$ cat config.mk
export PLATFORM = sky130hd
export DESIGN_NAME = store_rmw_unit
export DESIGN_NICKNAME = d
export VERILOG_FILES = /design/src/rtl/store_pkg.sv /design/src/rtl/store_merge.sv /design/src/rtl/store_rmw_unit.sv
export SDC_FILE = /design/constraint.sdc
export NUM_CORES = 1
export LEC_CHECK = 0
export CAP_MARGIN = 20
export CORE_MARGIN = 3
export CORE_UTILIZATION = 41
export CTS_BUF_LIST = sky130_fd_sc_hd__clkbuf_4 sky130_fd_sc_hd__clkbuf_8 sky130_fd_sc_hd__clkbuf_16
export DETAILED_ROUTE_END_ITERATION = 10
export PLACE_DENSITY = 0.77
export SETUP_SLACK_MARGIN = 0.2
export SKIP_CTS_REPAIR_TIMING = 1
export SYNTH_ARGS = -nofsm -noshare
export SYNTH_HDL_FRONTEND = slang
export SYNTH_HIERARCHICAL = 1
export SYNTH_SLANG_ARGS = --single-unit
$ cat constraint.sdc
create_clock -name clk -period 1.5 [get_ports clk]
set_clock_uncertainty 0.15 [all_clocks]
set_input_delay 0.225 -clock clk [delete_from_list [all_inputs] [get_ports clk]]
set_output_delay 0.225 -clock clk [all_outputs]
set_load 0.02 [all_outputs]
$ cat src/rtl/store_pkg.sv
// Shared definitions for the store read-modify-write path: size codes,
// controller states and the little-endian lane merge.
package store_pkg;

    typedef enum logic [1:0] {
        SZ_BYTE = 2'b00,
        SZ_HALF = 2'b01,
        SZ_WORD = 2'b10,
        SZ_ILL  = 2'b11
    } size_e;

    typedef enum logic [2:0] {
        ST_IDLE = 3'd0,
        ST_RD   = 3'd1,
        ST_WAIT = 3'd2,
        ST_WR   = 3'd3,
        ST_FIN  = 3'd4
    } state_e;

    // Overlay the narrowed register data onto the old memory word.
    function automatic logic [31:0] merge_lanes(
        input logic [31:0] rdata,
        input logic [31:0] wdata,
        input logic [1:0]  byte_off,
        input logic [1:0]  size
    );
        logic [31:0] m;
        m = rdata;
        case (size)
            SZ_BYTE: begin
                case (byte_off)
                    2'd0:    m[7:0]   = wdata[7:0];
                    2'd1:    m[15:8]  = wdata[7:0];
                    2'd2:    m[23:16] = wdata[7:0];
                    default: m[31:24] = wdata[7:0];
                endcase
            end
            SZ_HALF: begin
                if (byte_off[1]) m[31:16] = wdata[15:0];
                else             m[15:0]  = wdata[15:0];
            end
            default: m = wdata;
        endcase
        return m;
    endfunction

    function automatic logic is_bad_request(
        input logic [1:0] byte_off,
        input logic [1:0] size
    );
        return (size == SZ_ILL) ||
               ((size == SZ_HALF) && byte_off[0]) ||
               ((size == SZ_WORD) && (byte_off != 2'b00));
    endfunction

endpackage

$ cat src/rtl/store_merge.sv
// Combinational lane merge of sub-word store data into a fetched memory word.
module store_merge
    import store_pkg::*;
(
    input  logic [31:0] rdata,
    input  logic [31:0] wdata,
    input  logic [1:0]  byte_off,
    input  logic [1:0]  size,
    output logic [31:0] merged
);

    always_comb begin
        merged = merge_lanes(rdata, wdata, byte_off, size);
    end

endmodule

$ cat src/rtl/store_rmw_unit.sv
// Store unit: word stores write straight through, byte/half stores fetch the
// containing word, merge the new lane(s) and write the full word back.
//
//  state   | meaning
//  IDLE    | waiting for start; request captured and checked here
//  RD      | one-cycle read strobe for the containing word
//  WAIT    | MEM_LAT cycles of read latency, data captured on the last one
//  WR      | one-cycle full-word write (suppressed for errored requests)
//  FIN     | one-cycle done pulse, err reported here
module store_rmw_unit
    import store_pkg::*;
#(
    parameter int MEM_LAT = 1
) (
    input  logic        clk,
    input  logic        reset_n,
    input  logic        start,
    input  logic [31:0] addr,
    input  logic [31:0] wdata,
    input  logic [1:0]  size,
    output logic [31:0] mem_addr,
    output logic        mem_re,
    input  logic [31:0] mem_rdata,
    output logic        mem_we,
    output logic [31:0] mem_wdata,
    output logic        busy,
    output logic        done,
    output logic        err
);

    localparam int CW = (MEM_LAT > 1) ? $clog2(MEM_LAT) : 1;
    localparam logic [CW-1:0] CNT_LOAD = CW'(MEM_LAT - 1);

    state_e        state_q, state_d;
    logic [31:0]   addr_q;
    logic [15:0]   wdata_q;
    logic [1:0]    size_q;
    logic          err_q;
    logic [CW-1:0] cnt_q;
    logic [31:0]   wbuf_q;
    logic [31:0]   merged;
    logic          bad_req;

    assign bad_req = is_bad_request(addr[1:0], size);

    store_merge u_merge (
        .rdata    (mem_rdata),
        .wdata    ({16'h0000, wdata_q}),
        .byte_off (addr_q[1:0]),
        .size     (size_q),
        .merged   (merged)
    );

    always_ff @(posedge clk) begin
        if (!reset_n) begin
            state_q <= ST_IDLE;
            addr_q  <= '0;
            wdata_q <= '0;
            size_q  <= '0;
            err_q   <= 1'b0;
            cnt_q   <= '0;
            wbuf_q  <= '0;
        end else begin
            state_q <= state_d;
            if (state_q == ST_IDLE && start) begin
                addr_q  <= addr;
                wdata_q <= wdata[15:0];
                size_q  <= size;
                err_q   <= bad_req;
                if (size == SZ_WORD && !bad_req) wbuf_q <= wdata;
            end
            if (state_q == ST_RD) begin
                cnt_q <= CNT_LOAD;
            end else if (state_q == ST_WAIT) begin
                if (cnt_q == '0) wbuf_q <= merged;
                else             cnt_q  <= cnt_q - 1'b1;
            end
        end
    end

    // Errored requests pass through WR with the strobe masked so that
    // done lands on the same cycle as a word store.
    always_comb begin
        state_d = state_q;
        case (state_q)
            ST_IDLE: begin
                if (start) begin
                    if (bad_req || size == SZ_WORD) state_d = ST_WR;
                    else                            state_d = ST_RD;
                end
            end
            ST_RD:   state_d = ST_WAIT;
            ST_WAIT: if (cnt_q == '0) state_d = ST_WR;
            ST_WR:   state_d = ST_FIN;
            ST_FIN:  state_d = ST_IDLE;
            default: state_d = ST_IDLE;
        endcase
    end

    always_comb begin
        mem_re    = (state_q == ST_RD);
        mem_we    = (state_q == ST_WR) && !err_q;
        busy      = (state_q != ST_IDLE);
        done      = (state_q == ST_FIN);
        err       = (state_q == ST_FIN) && err_q;
        mem_addr  = (state_q == ST_IDLE) ? 32'h0 : {addr_q[31:2], 2'b00};
        mem_wdata = wbuf_q;
    end

endmodule

==> results of run 1 <==
metrics by stage:
step,utilization (%),TNS [ps]
2_1_floorplan,-,-3520
3_3_place_gp,63.8,-46660
3_5_place_dp,63.8,-49570
4_1_cts,66.7,-59700
5_1_grt,76.1,-39490
6_report,76.1,-36080
cell usage in the layout (no fill, tap or decap), drive strengths merged, types with 2 or more instances in the layout:
master / netlist / layout
conb: 1 / 18
nor2: 25 / 25
o221ai: 17 / 17
nor2b: 31 / 31
o21ai: 41 / 41
mux2i: 32 / 32
mux2: 8 / 8
clkdlybuf4s50: 0 / 99
nor3: 26 / 26
nor3b: 2 / 2
dlymetal6s2s: 0 / 18
dfxtp: 86 / 86
a31oi: 8 / 8
or4b: 2 / 3
a211oi: 24 / 24
nand3: 8 / 8
and2: 9 / 9
buf: 32 / 105
a21o: 2 / 2
or2: 2 / 2
clkbuf: 21 / 33
nand2: 119 / 119
inv: 2 / 2
nand2b: 3 / 3
nor4b: 3 / 3
a221o: 8 / 8
a21oi: 53 / 53
cell type report:
| type | count | area [sq um] |
|---|---|---|
| multi-input combinational | 449 | 3520 |
| fill | 760 | 2630 |
| timing repair buffer | 241 | 2620 |
| sequential | 86 | 1740 |
| clock buffer | 14 | 288 |
| tap | 140 | 175 |
| clock inverter | 2 | 37.5 |
| inverter | 3 | 16.3 |
cell families (layout without fill, tap and decap cells):
group	count (synthesis)	count (layout)	synth area share, %
buffers and inverters	56	260	6.24
and+or+nand+nor	234	235	25.5
muxes	40	40	8.68
DFF	86	86	36.4
other	1	18	0.0793
AOI/OAI and AO/OA	156	156	23.1
layer usage:
layer,routed length [um],global-route usage (%),share of wire [%]
met5,0,0,0
met3,1550,6.42,8.6
met4,402,8.41,2.2
met1,6860,27.7,38
met2,9130,39.4,51
report_power, final:
group	total, mW	switching, mW	internal, mW
logic	2.80	1.39	1.41
clock network	2.42	0.930	1.49
registers	2.70	0.197	2.50
worst max path at each step:
| stage | start | end | cells past startpoint |
|---|---|---|---|
| 2_1_floorplan | addr_q[1] | mem_wdata[1] | 6 |
| 3_3_place_gp | start | mem_wdata[29] | 6 |
| 3_5_place_dp | start | mem_wdata[29] | 6 |
| 4_1_cts | state_q[1] | mem_addr[25] | 4 |
| 5_1_grt | state_q[2] | mem_wdata[24] | 5 |
| 6_report | state_q[2] | mem_wdata[24] | 5 |
worst max-delay path, delay by kind of cell (launching register included):
family                 cells  cell delay [ps]
buffers and inverters      2              330
flip-flops                 1              370
AO/OA/AOI/OAI              1               60
AND/OR/NAND/NOR            2              840
registers in the layout, summed over array words and instances (netlist names):
register and cells:
wdata_q 16, addr_q 32, err_q 1, state_q 3, mem_wdata 32, size_q 2
==> impl_metrics.tcl, run 1 <==
set metrics [dict create \
    yosysSeqAreaShare_pct 36.4 \
    gr-total-overflow 0 \
    drt_iter0_markers 281 \
    yosysTopAreaCell "dfxtp_1" \
    h-tree-depth 3 \
    fin_cells 935 \
    synth-edff-count 0 \
    setup_ws_ps -372 \
    whs_endpoint "state_q[1]" \
    worst-r2r-cell-count 5 \
    final_layout_size_suffix_gt1_share_pct 38.9 \
    fin_crit_ps 1870 \
    drv_slew 0 \
    pre_cts_ws_ps -527 \
    grt_max_degree 33 \
    grt_pass1_wl_mm 24.0 \
    cap_viol_max_count 0 \
    avgSynthCellArea_sq_um 8.25 \
    setup_violations 118 \
    hold_violations 0 \
    dr.pass1.iters 5 \
    async_reset_ff_share_pct 0 \
    critPathMaxFanout 6 \
    gp_congestion 0.872 \
    post-route-drc-count 0 \
    syn2layout_area_growth_pct 77.6 \
    worstPathCellList "buf_8 > or4b_4 > buf_12 > nor3_4 > a211oi_2" \
    synth_area_leaders "dfxtp_1 (36%), nand2_1 (9.3%), mux2i_1 (6.8%)" \
    pin_count 170 \
    violations "negative setup slack" \
    grt_pass1_vias 4937 \
    start_kind "register" \
    end_kind "register" \
    dp_cells 896 \
    vdd_drop_max_mv 0.684 \
    synth_top_flop_cell "dfxtp_1" \
    vias 5260 \
    r2r_end "mem_wdata[24]" \
    worstSetupPathType "reg -> reg" \
    total_power_mw 7.92 \
    fin_area_sq_um 8400 \
    die_area_sq_um 12900 \
    ys_warn_count 6 \
    start_util_pct 42.9 \
    cts_buffers 9 \
    hp-class "in -> reg" \
    netlist_instances 573 \
    clock-sinks 86 \
    ys_types 46 \
    cts_tree "done" \
    grt_antenna_before_repair 0 \
    grt_setup_unrepaired "true" \
    min_path_cells 3 \
    core_sq_um 11000 \
    portBuffers 167 \
    wl_mm 17.9 \
    clk_pin_slew_ps 60 \
    r2r-start "state_q[2]" \
    cpMaxStageDelayCell "or4b_4" \
    dpl_cell_area_sq_um 7040 \
    outcome "complete, but fails checks" \
    clk_latency_ps 340 \
    fin_hold_ws_ps 153 \
    post-route-period-util_pct 125 \
    cts_buffer_depth 2 \
    max_stage_delay_ps 660 \
    synthTopCellsByCount "nand2_1 (117), dfxtp_1 (86), a21oi_1 (51)" \
    num_rows 38 \
    cp_data_required_time_ps 1580 \
    die_w_um 113 \
    fp.dieH_um 113 \
    vias_per_cell 5.63 \
    synth_most_common_cell "nand2_1" \
    grtUsageTotal_pct 23.0 \
    p_leak_nw 3.54 \
    clockRootBuffer "clkbuf_16" \
    min_from "reset_n" \
    antennaDiodeCount 0 \
    rrSetupSlack_ps -370 \
    nets 891 \
    crit_arrival_ps 1950 \
    fmax_mhz 534 \
    synth_seq_cells 86 \
    p_per_area_nw_per_um2 942 \
    synth_area_sq_um 4730 \
    netlist.area_leader.share_pct 36.4 \
    ant_nets 0 \
    post_drt_wl_per_cell_um 19.2 \
    hpwl_mm 11.3 \
]
No activity file was read; power rests on OpenSTA's default activity.
==> run 2: changes to the inputs <==
--- a/config.mk
+++ b/config.mk
@@ -5,12 +5,13 @@
 export SDC_FILE = /design/constraint.sdc
 export NUM_CORES = 1
 export LEC_CHECK = 0
+export ABC_AREA = 1
 export CAP_MARGIN = 20
 export CORE_MARGIN = 3
-export CORE_UTILIZATION = 41
+export CORE_UTILIZATION = 43
 export CTS_BUF_LIST = sky130_fd_sc_hd__clkbuf_4 sky130_fd_sc_hd__clkbuf_8 sky130_fd_sc_hd__clkbuf_16
 export DETAILED_ROUTE_END_ITERATION = 10
-export PLACE_DENSITY = 0.77
+export PLACE_DENSITY = 0.78
 export SETUP_SLACK_MARGIN = 0.2
 export SKIP_CTS_REPAIR_TIMING = 1
 export SYNTH_ARGS = -nofsm -noshare
==> impl_metrics.tcl, run 2 <==
set metrics [dict create \
    start_util_pct 44.3 \
    swShare_pct 37.9 \
    grt_setup_unrepaired "true" \
    clk_latency_ps 360 \
    setup_violations 118 \
    comb_power_share_pct 43.9 \
    critPathMaxFanout 8 \
    p_sw_mw 3.47 \
    hold_violations 0 \
    fin_area_sq_um 8690 \
    final_layout_size_suffix_gt1_share_pct 23.8 \
    num_rows 40 \
    finalSetupTns_ps -30370 \
    post_drt_wl_per_cell_um 15.7 \
    fill_cells 973 \
    sequentialPowerShare_pct 30.6 \
    die_area_sq_um 13800 \
    grt_antenna_before_repair 0 \
    ys_warn_count 6 \
    avgSynthCellArea_sq_um 5.92 \
    wl_mm 20.5 \
    grt_max_degree 51 \
    clk_pin_slew_ps 70 \
    r2r-start "state_q[0]" \
    synth-edff-count 0 \
    drt_iter0_markers 545 \
    async_reset_ff_share_pct 0 \
    portBuffers 167 \
    ys_types 25 \
    outcome "complete, but fails checks" \
    hpwl_mm 13.0 \
    gr-total-overflow 0 \
    dr.pass1.iters 5 \
    post-route-drc-count 0 \
    cp_data_required_time_ps 1120 \
    clockRootBuffer "clkbuf_16" \
    whs_endpoint "wdata_q[14]" \
    grtUsageTotal_pct 24.3 \
    dpl_cell_area_sq_um 7960 \
    max_stage_delay_ps 360 \
    start_kind "register" \
    clock-sinks 86 \
    yosysTopAreaCell "dfxtp_1" \
    violations "negative setup slack" \
    grt_pass1_wl_mm 28.0 \
    p_int_mw 5.67 \
    syn2layout_area_growth_pct 62.0 \
    nets 1237 \
    synth_most_common_cell "nand2_1" \
    gp_congestion 0.931 \
    rrSetupSlack_ps -340 \
    ant_nets 0 \
    netlist_instances 906 \
    crit_arrival_ps 1510 \
    yosysSeqAreaShare_pct 32.1 \
    min_path_cells 3 \
    worstSetupPathType "reg -> out" \
    hp-class "in -> reg" \
    vias_per_cell 5.13 \
    post-route-period-util_pct 126 \
    final_common_cell "nand2_1" \
    cts_buffer_depth 2 \
    antennaDiodeCount 0 \
    r2r_end "mem_wdata[26]" \
    synth_seq_cells 86 \
    cap_viol_max_count 0 \
    min_from "reset_n" \
    worst-r2r-cell-count 10 \
    fmax_mhz 530 \
    vdd_drop_max_mv 0.658 \
    vias 6709 \
    p_leak_nw 4.35 \
    fin_crit_ps 1890 \
    synth_area_leaders "dfxtp_1 (32%), nand2_1 (17%), inv_1 (10%)" \
    drv_slew 0 \
    fp.dieH_um 118 \
    end_kind "output port" \
    die_w_um 118 \
    cpMaxStageDelayCell "dfxtp_4" \
    cts_buffers 9 \
    pin_count 170 \
    setup_ws_ps -386 \
    p_clk_share_pct 25.6 \
    grt_pass1_vias 5698 \
    h-tree-depth 3 \
    synth_area_sq_um 5360 \
    cts_tree "done" \
    postLayoutCoreUtil_pct 71.8 \
    synth_top_flop_cell "dfxtp_1" \
    netlist.area_leader.share_pct 32.1 \
    core_sq_um 12100 \
    synthTopCellsByCount "nand2_1 (243), inv_1 (147), nand3_1 (103)" \
    mostFrequentLayoutCells "nand2_1 (241), inv_1 (143), nand3_1 (102)" \
    p_per_area_nw_per_um2 1050 \
    worstPathCellList "nor2_4 > nand2_4 > inv_6 > buf_12 > buf_12 > nor2_4 > buf_6" \
]
## run 2: changes by cell type after synthesis, moves of 12 or more
cell / previous run / this run
nand3_1: 8 / 103
a21oi_1: 51 / 33
inv_1: 1 / 147
mux2i_1: 32 / 0
o221ai_1: 17 / 0
nand4_1: 0 / 32
nor3_1: 15 / 3
nor2b_1: 31 / 0
o21ai_0: 35 / 92
nor2_1: 25 / 75
nand2_1: 117 / 243
a211oi_2: 20 / 0
## run 2: metrics by stage
stage / total power [mW] / cells / setup slack [ps] / hold slack, ps
after floorplan: 4.96 / 923 / 93.1 / 196
after global placement: 6.28 / 1270 / -314 / 342
after detailed placement: 6.33 / 1270 / -395 / 348
after CTS: 8.65 / 1286 / -702 / 83.3
after global routing: 9.61 / 1309 / -412 / 122
final: 9.14 / 1309 / -386 / 104
## run 2: cell families (layout without fill, tap and decap cells)
kind of cell	Yosys count	in the layout	share of synthesized area, %
AND/OR/NAND/NOR	470	470	38.0
buffers and inverters	212	430	16.5
AO/OA/AOI/OAI	137	137	13.3
flip-flops	86	86	32.1
other	1	18	0.0699
## run 2: worst max-delay path by stage
stage,cells after the start,end,from
final,7,mem_addr[28],state_q[0]
after global routing,7,mem_addr[28],state_q[0]
after CTS,6,mem_addr[11],state_q[2]
after detailed placement,9,mem_wdata[21],addr[0]
after global placement,9,mem_wdata[20],addr[0]
after floorplan,9,mem_wdata[10],state_q[2]
## run 2: routing by layer
metal / routed length, um / global-route usage (%) / up-vias
met5: 0 / 0 / -
met4: 561 / 8.35 / 0
met3: 1210 / 2.98 / 43
met2: 10100 / 38.6 / 271
met1: 8650 / 34.3 / 3100
li1: - / - / 3295
## run 2: critical path, delay by kind of cell (launching register included)
kind,cells,cell delay (ps)
buf+inv,4,500
flops,1,360
simple gates,3,300
## run 2: power groups by stage
stage	clock network, mW	registers [mW]	logic (mW)
2_1_floorplan	0	2.95	2.01
3_3_place_gp	0	2.82	3.46
3_5_place_dp	0	2.82	3.51
4_1_cts	2.35	2.77	3.52
5_1_grt	2.46	2.83	4.33
6_report	2.34	2.79	4.01
## run 2: final cells by class
cell class / instances / area (sq um) / share of cell area [%]
Sequential cell: 86 / 1730 / 19.9
Timing Repair Buffer: 262 / 2620 / 30.1
Tap cell: 168 / 210 / 2.42
Clock inverter: 6 / 70.1 / 0.806
Clock buffer: 10 / 233 / 2.68
Multi-Input combinational cell: 625 / 3240 / 37.3
Inverter: 152 / 586 / 6.74
==> run 3: changes to the inputs <==
--- a/config.mk
+++ b/config.mk
@@ -6,7 +6,7 @@
 export NUM_CORES = 1
 export LEC_CHECK = 0
 export ABC_AREA = 1
-export CAP_MARGIN = 20
+export CAP_MARGIN = 30
 export CORE_MARGIN = 3
 export CORE_UTILIZATION = 43
 export CTS_BUF_LIST = sky130_fd_sc_hd__clkbuf_4 sky130_fd_sc_hd__clkbuf_8 sky130_fd_sc_hd__clkbuf_16
==> results of run 3 <==
No change in the layout: final DEF, timing and power equal those of run 2.
